$ cat src/rtl/dice_game_pkg.sv
// ---------------------------------------------------------------------------
// dice_game_pkg
// Shared types and constants for the two-player dice game round sequencer.
//   state_t   : sequencer states (IDLE, WAIT1, WAIT2, SHOW, FINAL)
//   SCORE_W   : score width, DIE_W : die face width
//   DIE_MIN/DIE_MAX : legal face range, SCORE_MAX : score saturation value
//   die_valid : true when a face is a legal die value
//   sat_inc   : score increment that sticks at SCORE_MAX
// ---------------------------------------------------------------------------
package dice_game_pkg;

  typedef enum logic [2:0] {
    IDLE,
    WAIT1,
    WAIT2,
    SHOW,
    FINAL
  } state_t;

  localparam int SCORE_W = 4;
  localparam int DIE_W   = 3;

  localparam logic [DIE_W-1:0]   DIE_MIN   = 3'd1;
  localparam logic [DIE_W-1:0]   DIE_MAX   = 3'd6;
  localparam logic [SCORE_W-1:0] SCORE_MAX = 4'd15;

  function automatic logic die_valid(input logic [DIE_W-1:0] v);
    return (v >= DIE_MIN) && (v <= DIE_MAX);
  endfunction

  function automatic logic [SCORE_W-1:0] sat_inc(input logic [SCORE_W-1:0] s);
    return (s == SCORE_MAX) ? s : s + SCORE_W'(1);
  endfunction

endpackage

$ cat src/rtl/dice_game_ctrl_if.sv
// ---------------------------------------------------------------------------
// dice_game_ctrl_if
// Bundles the button/dice inputs and the display-facing outputs of the
// round sequencer.
//   roll, dice_value              : from button/debounce and dice generator
//   times, is_final, is_finish    : display mode controls
//   score1, score2                : player scores
//   die1, die2                    : last latched faces (0 = none)
//   cur_player, round_no          : whose turn, rounds completed
// Modports: master drives roll/dice_value, slave (the sequencer) drives
// everything else.
// ---------------------------------------------------------------------------
interface dice_game_ctrl_if;
  import dice_game_pkg::*;

  logic               roll;
  logic [DIE_W-1:0]   dice_value;
  logic               times;
  logic               is_final;
  logic               is_finish;
  logic [SCORE_W-1:0] score1;
  logic [SCORE_W-1:0] score2;
  logic [DIE_W-1:0]   die1;
  logic [DIE_W-1:0]   die2;
  logic               cur_player;
  logic [3:0]         round_no;

  modport master (
    output roll, dice_value,
    input  times, is_final, is_finish, score1, score2,
           die1, die2, cur_player, round_no
  );

  modport slave (
    input  roll, dice_value,
    output times, is_final, is_finish, score1, score2,
           die1, die2, cur_player, round_no
  );

endinterface

$ cat src/rtl/dice_game_ctrl_rise_pulse.sv
// ---------------------------------------------------------------------------
// rise_pulse
// Rising-edge detector: one register plus an AND gate.
//   clk, rst : clock and synchronous active-high reset
//   rst_val  : value loaded into the delay register on reset; loading 1
//              keeps a level held through reset from firing afterwards
//   din      : level input
//   pulse    : high for the cycle in which din is 1 and was 0 last cycle
// ---------------------------------------------------------------------------
module rise_pulse (
  input  logic clk,
  input  logic rst,
  input  logic rst_val,
  input  logic din,
  output logic pulse
);

  logic din_d;

  always_ff @(posedge clk) begin
    if (rst) din_d <= rst_val;
    else     din_d <= din;
  end

  assign pulse = din & ~din_d;

endmodule

$ cat src/rtl/dice_game_ctrl.sv
// ---------------------------------------------------------------------------
// dice_game_ctrl
// Round sequencer for the two-player dice game. Player 1 then player 2 roll,
// the higher face scores a point, the result is shown for SHOW_CYCLES, and
// the game ends once regulation rounds are done and the scores differ, or
// when MAX_ROUNDS is reached.
// Parameters:
//   ROUNDS      : regulation rounds per game (1..14)
//   MAX_ROUNDS  : hard round cap including sudden death (ROUNDS..15)
//   SHOW_CYCLES : cycles the round result is held
// Ports:
//   clk, rst : clock and synchronous active-high reset
//   bus      : dice_game_ctrl_if slave modport (roll/dice_value in,
//              display and status outputs out, all registered)
// ---------------------------------------------------------------------------
module dice_game_ctrl
  import dice_game_pkg::*;
#(
  parameter int ROUNDS      = 3,
  parameter int MAX_ROUNDS  = 15,
  parameter int SHOW_CYCLES = 50_000_000
) (
  input logic             clk,
  input logic             rst,
  dice_game_ctrl_if.slave bus
);

  localparam int TMR_W = (SHOW_CYCLES > 1) ? $clog2(SHOW_CYCLES) : 1;
  localparam logic [TMR_W-1:0] SHOW_LOAD = TMR_W'(SHOW_CYCLES - 1);
  localparam logic [3:0] ROUNDS_L = 4'(ROUNDS);
  localparam logic [3:0] MAX_L    = 4'(MAX_ROUNDS);

  state_t             state;
  logic [TMR_W-1:0]   timer;
  logic               roll_p;
  logic               times_q;
  logic               is_final_q;
  logic               is_finish_q;
  logic [SCORE_W-1:0] score1_q;
  logic [SCORE_W-1:0] score2_q;
  logic [DIE_W-1:0]   die1_q;
  logic [DIE_W-1:0]   die2_q;
  logic               cur_player_q;
  logic [3:0]         round_q;
  logic [3:0]         round_next;
  logic               face_ok;
  logic               game_over;

  // Delay register resets to 1 so a button held through reset needs a
  // release and a fresh press before it counts.
  rise_pulse u_rise (
    .clk    (clk),
    .rst    (rst),
    .rst_val(1'b1),
    .din    (bus.roll),
    .pulse  (roll_p)
  );

  assign face_ok    = die_valid(bus.dice_value);
  assign round_next = round_q + 4'd1;
  // A tie at the round cap still ends the game; the display treats it as a
  // player 2 win, so no score adjustment is needed here.
  assign game_over  = ((round_next >= ROUNDS_L) && (score1_q != score2_q)) ||
                      (round_next == MAX_L);

  // Sequencer with registered outputs; every output is updated on the same
  // edge as the state change so the display never sees a mixed picture.
  always_ff @(posedge clk) begin
    if (rst) begin
      state        <= IDLE;
      timer        <= '0;
      times_q      <= 1'b0;
      is_final_q   <= 1'b0;
      is_finish_q  <= 1'b0;
      score1_q     <= '0;
      score2_q     <= '0;
      die1_q       <= '0;
      die2_q       <= '0;
      cur_player_q <= 1'b0;
      round_q      <= '0;
    end else begin
      case (state)
        IDLE: begin
          if (roll_p) begin
            state        <= WAIT1;
            times_q      <= 1'b1;
            cur_player_q <= 1'b0;
          end
        end
        WAIT1: begin
          if (roll_p && face_ok) begin
            die1_q       <= bus.dice_value;
            state        <= WAIT2;
            cur_player_q <= 1'b1;
          end
        end
        WAIT2: begin
          if (roll_p && face_ok) begin
            die2_q <= bus.dice_value;
            if (die1_q > bus.dice_value)      score1_q <= sat_inc(score1_q);
            else if (die1_q < bus.dice_value) score2_q <= sat_inc(score2_q);
            timer        <= SHOW_LOAD;
            state        <= SHOW;
            times_q      <= 1'b0;
            cur_player_q <= 1'b0;
          end
        end
        SHOW: begin
          // Presses here are simply not acted on, including in the last cycle.
          if (timer == '0) begin
            round_q <= round_next;
            if (game_over) begin
              state       <= FINAL;
              times_q     <= 1'b1;
              is_final_q  <= 1'b1;
              is_finish_q <= 1'b1;
            end else begin
              die1_q  <= '0;
              die2_q  <= '0;
              state   <= WAIT1;
              times_q <= 1'b1;
            end
          end else begin
            timer <= timer - TMR_W'(1);
          end
        end
        FINAL: begin
          if (roll_p) begin
            state       <= IDLE;
            times_q     <= 1'b0;
            is_final_q  <= 1'b0;
            is_finish_q <= 1'b0;
            score1_q    <= '0;
            score2_q    <= '0;
            die1_q      <= '0;
            die2_q      <= '0;
            round_q     <= '0;
          end
        end
        default: begin
          state <= IDLE;
        end
      endcase
    end
  end

  assign bus.times      = times_q;
  assign bus.is_final   = is_final_q;
  assign bus.is_finish  = is_finish_q;
  assign bus.score1     = score1_q;
  assign bus.score2     = score2_q;
  assign bus.die1       = die1_q;
  assign bus.die2       = die2_q;
  assign bus.cur_player = cur_player_q;
  assign bus.round_no   = round_q;

endmodule

$ cat src/flat_wrapper.sv
// flat-port wrapper written by rule: the top's interface ports become plain ports
module dice_game_ctrl_flat import dice_game_pkg::*;
#(
  parameter int ROUNDS      = 3,
  parameter int MAX_ROUNDS  = 15,
  parameter int SHOW_CYCLES = 50_000_000
)
  (clk, rst, bus_roll, bus_dice_value, bus_times, bus_is_final, bus_is_finish, bus_score1, bus_score2, bus_die1, bus_die2, bus_cur_player, bus_round_no);
  dice_game_ctrl_if bus_i ();
  input logic clk;
  input logic rst;
  input wire logic [$bits(bus_i.roll)-1:0] bus_roll;
  input wire logic [$bits(bus_i.dice_value)-1:0] bus_dice_value;
  output wire logic [$bits(bus_i.times)-1:0] bus_times;
  output wire logic [$bits(bus_i.is_final)-1:0] bus_is_final;
  output wire logic [$bits(bus_i.is_finish)-1:0] bus_is_finish;
  output wire logic [$bits(bus_i.score1)-1:0] bus_score1;
  output wire logic [$bits(bus_i.score2)-1:0] bus_score2;
  output wire logic [$bits(bus_i.die1)-1:0] bus_die1;
  output wire logic [$bits(bus_i.die2)-1:0] bus_die2;
  output wire logic [$bits(bus_i.cur_player)-1:0] bus_cur_player;
  output wire logic [$bits(bus_i.round_no)-1:0] bus_round_no;
  assign bus_i.roll = bus_roll;
  assign bus_i.dice_value = bus_dice_value;
  assign bus_times = bus_i.times;
  assign bus_is_final = bus_i.is_final;
  assign bus_is_finish = bus_i.is_finish;
  assign bus_score1 = bus_i.score1;
  assign bus_score2 = bus_i.score2;
  assign bus_die1 = bus_i.die1;
  assign bus_die2 = bus_i.die2;
  assign bus_cur_player = bus_i.cur_player;
  assign bus_round_no = bus_i.round_no;
  dice_game_ctrl #(.ROUNDS(ROUNDS), .MAX_ROUNDS(MAX_ROUNDS), .SHOW_CYCLES(SHOW_CYCLES)) u_core (.clk(clk), .rst(rst), .bus(bus_i));
endmodule
$ cat config.mk
export PLATFORM = sky130hd
export DESIGN_NAME = dice_game_ctrl_flat
export DESIGN_NICKNAME = d
export VERILOG_FILES = /design/src/rtl/dice_game_pkg.sv /design/src/rtl/dice_game_ctrl_if.sv /design/src/rtl/dice_game_ctrl_rise_pulse.sv /design/src/rtl/dice_game_ctrl.sv /design/src/flat_wrapper.sv
export SDC_FILE = /design/constraint.sdc
export NUM_CORES = 1
export LEC_CHECK = 0
export ABC_AREA = 1
export CORE_MARGIN = 2
export CORE_UTILIZATION = 41
export CTS_BUF_LIST = sky130_fd_sc_hd__clkbuf_4 sky130_fd_sc_hd__clkbuf_8 sky130_fd_sc_hd__clkbuf_16
export DETAILED_ROUTE_END_ITERATION = 10
export PLACE_DENSITY = 0.62
export SLEW_MARGIN = 10
export SYNTH_ARGS = -nofsm -noshare
export SYNTH_HDL_FRONTEND = slang
export SYNTH_HIERARCHICAL = 1
export SYNTH_SLANG_ARGS = --single-unit
$ cat constraint.sdc
create_clock -name clk -period 5.8 [get_ports clk]
set_input_delay 1.74 -clock clk [delete_from_list [all_inputs] [get_ports clk]]
set_output_delay 1.74 -clock clk [all_outputs]
set_load 0.01 [all_outputs]
==> results.md <==
* Hold crit path type: register to register
* Syn Nets at 540
* # H-tree levels at 2
* Sequential cell area fraction in the yosys report at 0.309
* Worst Path Required at 6.04 ns
* Die area at 0.00880 mm2
* Antenna Nets Post-Route at 0
* Mean Syn Cell Area at 6.30 um2
* Status: finished, final reports clean
* Post-synth top area share at 0.309
* Lkg Pwr at 1.62 nW
* Initial antenna violation count at 0
* WL final at 8.03 mm
* Top FF cell, synth: dfxtp_1
* Most common cell after layout, fill and taps aside: nand2_1
* Gates resized, CTS repair at 0
* Setup TNS at 0 ns
* Main area contributors after synthesis: dfxtp_1, nand2_1, nor2_1
* Worst path max stage delay at 0.48 ns
* Hpwl dp at 5.83 mm
* CTS tree: built
* Total Nets Final at 562
* GRT Resource Usage Total at 0.191
* Gr ovfl total at 0
* Clk Tree Root Cell: clkbuf_8
* Met3 WL at 231 um
* Worst setup SP type: input port
* Pre-Repair DR Iteration Count at 5
* Total clock buffers created by CTS at 5
* Final period util at 0.644
* Post-synth EDFFs at 0
* Max Cap Viol at 0
* Hold Path Depth at 2
* Post-Synthesis Cells at 525
* Slew of the pin with the lowest slew margin at 0.579 ns
* Area Growth Syn to Fin at 13.2%
* Syn. warnings at 6
* Share of layout cells above drive strength 1 at 0.0858
* Cell Rows at 32
* CP max FO at 30
* Relative max-transition margin at 0.613
* Count of different cell masters after synthesis at 37
* Clock Sink Count at 51
* Top cell by count, worst path: a21oi_1
* Kind of critical path: input port to register
* Clock latency on the worst-skew pair at 0.30 ns
* Largest net degree at the start of global routing at 37
* Critical Path Sink Type: register
* Longest Clk Path Bufs at 2
* Die Y-Extent at 93.8 um
* Power per cell area at 493 mW/mm2
* Iteration-0 DRC count of the detailed router at 181
* Min cycle time layout at 3.74 ns
* Max Used Layer: met4
* Boundary Pins at 28
* Endpoints failing setup at 0
* Worst Skew at 0.00617 ns
* Worst Path Arrival at 3.97 ns
* DRC Markers at 0
* # fillers at 836
* Die X at 93.8 um
* Most frequent cells in the layout: nand2_1, nor2_1, dfxtp_1
* Gpl congestion at 0.926
* Share of flip-flops with an asynchronous set or reset at 0
* Core ar. at 0.00777 mm2
* First-pass GRT wire length at 13.8 mm
* Netlist Area Pre-Place at 0.00331 mm2
* Final Power at 1.85 mW
* Wire per inst at 12.4 um
* Fmax at 0.268 GHz
* Vias per cell at 5.09
* Met1 wire length at 3.80 mm
* Initial Util at 0.426
* Hold buffer count at cts at 0
* Number of global-route vias before repair at 3103
* Post-CTS Setup Bufs at 0
* Cell taking the most area after synthesis: dfxtp_1
* RSZ-0062 raised after global routing: no
* Post-synthesis register bit count at 51
* Via Count at 3308
* Worst vdd ir at 216 uV
* I/O Buffers at 27
* Worst path slowest cell: clkdlybuf4s50_1
* Reg2Reg Depth at 7
* WL met2 at 3.84 mm
* Cell Chain, Critical Path: clkdlybuf4s50_1 -> inv_1 -> nor2_2 -> nand3_1 -> a21oi_1 -> nand2_2 -> inv_2 -> nand3b_1 -> a21oi_1
* Worst-path clk slew at 0.09 ns
* Max-slew violation count at 0
* # diodes at 0
* Hold Fails Final Rpt at 0
## cells by family after synthesis
kind of cell | count (synthesis) | synth area share
flip-flops | 51 | 0.309
AO/OA/AOI/OAI | 65 | 0.107
buffers and inverters | 72 | 0.0893
AND/OR/NAND/NOR | 324 | 0.451
other | 1 | 0.00113
XOR/XNOR | 3 | 0.00795
adder cells (fa/ha/maj) | 9 | 0.0341
## layout make-up
class | count | area, um2 | share of cell area
clock buffers | 8 | 104 | 0.0278
inverters | 59 | 221 | 0.0592
well taps | 102 | 128 | 0.0341
repair buffers | 28 | 278 | 0.0742
multi-input cells | 402 | 1990 | 0.532
flip-flops and latches | 51 | 1020 | 0.273
## routing by layer
layer / track usage / vias to the layer above
li1: - / 1725
met1: 0.236 / 1509
met2: 0.334 / 61
met3: 0.0329 / 13
met4: 0.0652 / 0
met5: 0 / -
## where the power goes
group          total [mW]  switching, mW  internal, mW
logic                1.10          0.716         0.382
registers           0.516         0.0844         0.432
clock network       0.232          0.118         0.114
total                1.85          0.918         0.928
## path summary, 6_finish.rpt
path                                  startpoint               end  slack (ns)
worst max-delay path                    bus_roll   u_core/timer[9]        2.06
worst min-delay path            u_core/bus.times  u_core/bus.times        0.46
worst min register to register  u_core/bus.times  u_core/bus.times        0.46
worst max register to register   u_core/state[1]   u_core/timer[2]        3.42
## synth_stat cells, types with 6 or more instances
master / instances
ha_1: 9
nand2_1: 138
nand3_1: 44
a21oi_1: 44
nand2_2: 6
nand4_1: 16
inv_2: 8
nor2_1: 85
o21ai_0: 8
nor2_2: 6
inv_1: 50
nand3b_1: 6
dfxtp_1: 51
## sequential cells by signal (all words and copies together) (netlist names)
signal / flops
u_core/bus.cur_player: 1
u_core/bus.die1: 3
u_core/bus.die2: 3
u_core/bus.is_finish: 1
u_core/bus.round_no: 4
u_core/bus.score1: 4
u_core/bus.score2: 4
u_core/bus.times: 1
u_core/state: 3
u_core/timer: 26
u_core/u_rise/din_d: 1
## per-stage QoR
stage	hold slack [ns]	worst slack, ns	util	area [um2]	cells
2_1_floorplan	0.445	2.74	-	3310	525
6_report	0.460	2.06	0.482	3740	650
5_1_grt	0.493	1.83	0.482	3740	650
3_5_place_dp	0.437	1.77	0.468	3640	642
3_3_place_gp	0.439	1.81	0.468	3640	642
4_1_cts	0.460	2.08	0.482	3740	650
## worst max-delay path: cells and delay by family
| family | cells | cell delay, ns |
|---|---|---|
| AOI/OAI and AO/OA | 2 | 0.36 |
| and+or+nand+nor | 4 | 0.86 |
| buffers and inverters | 3 | 1.00 |
No activity file was read; power rests on OpenSTA's default activity.
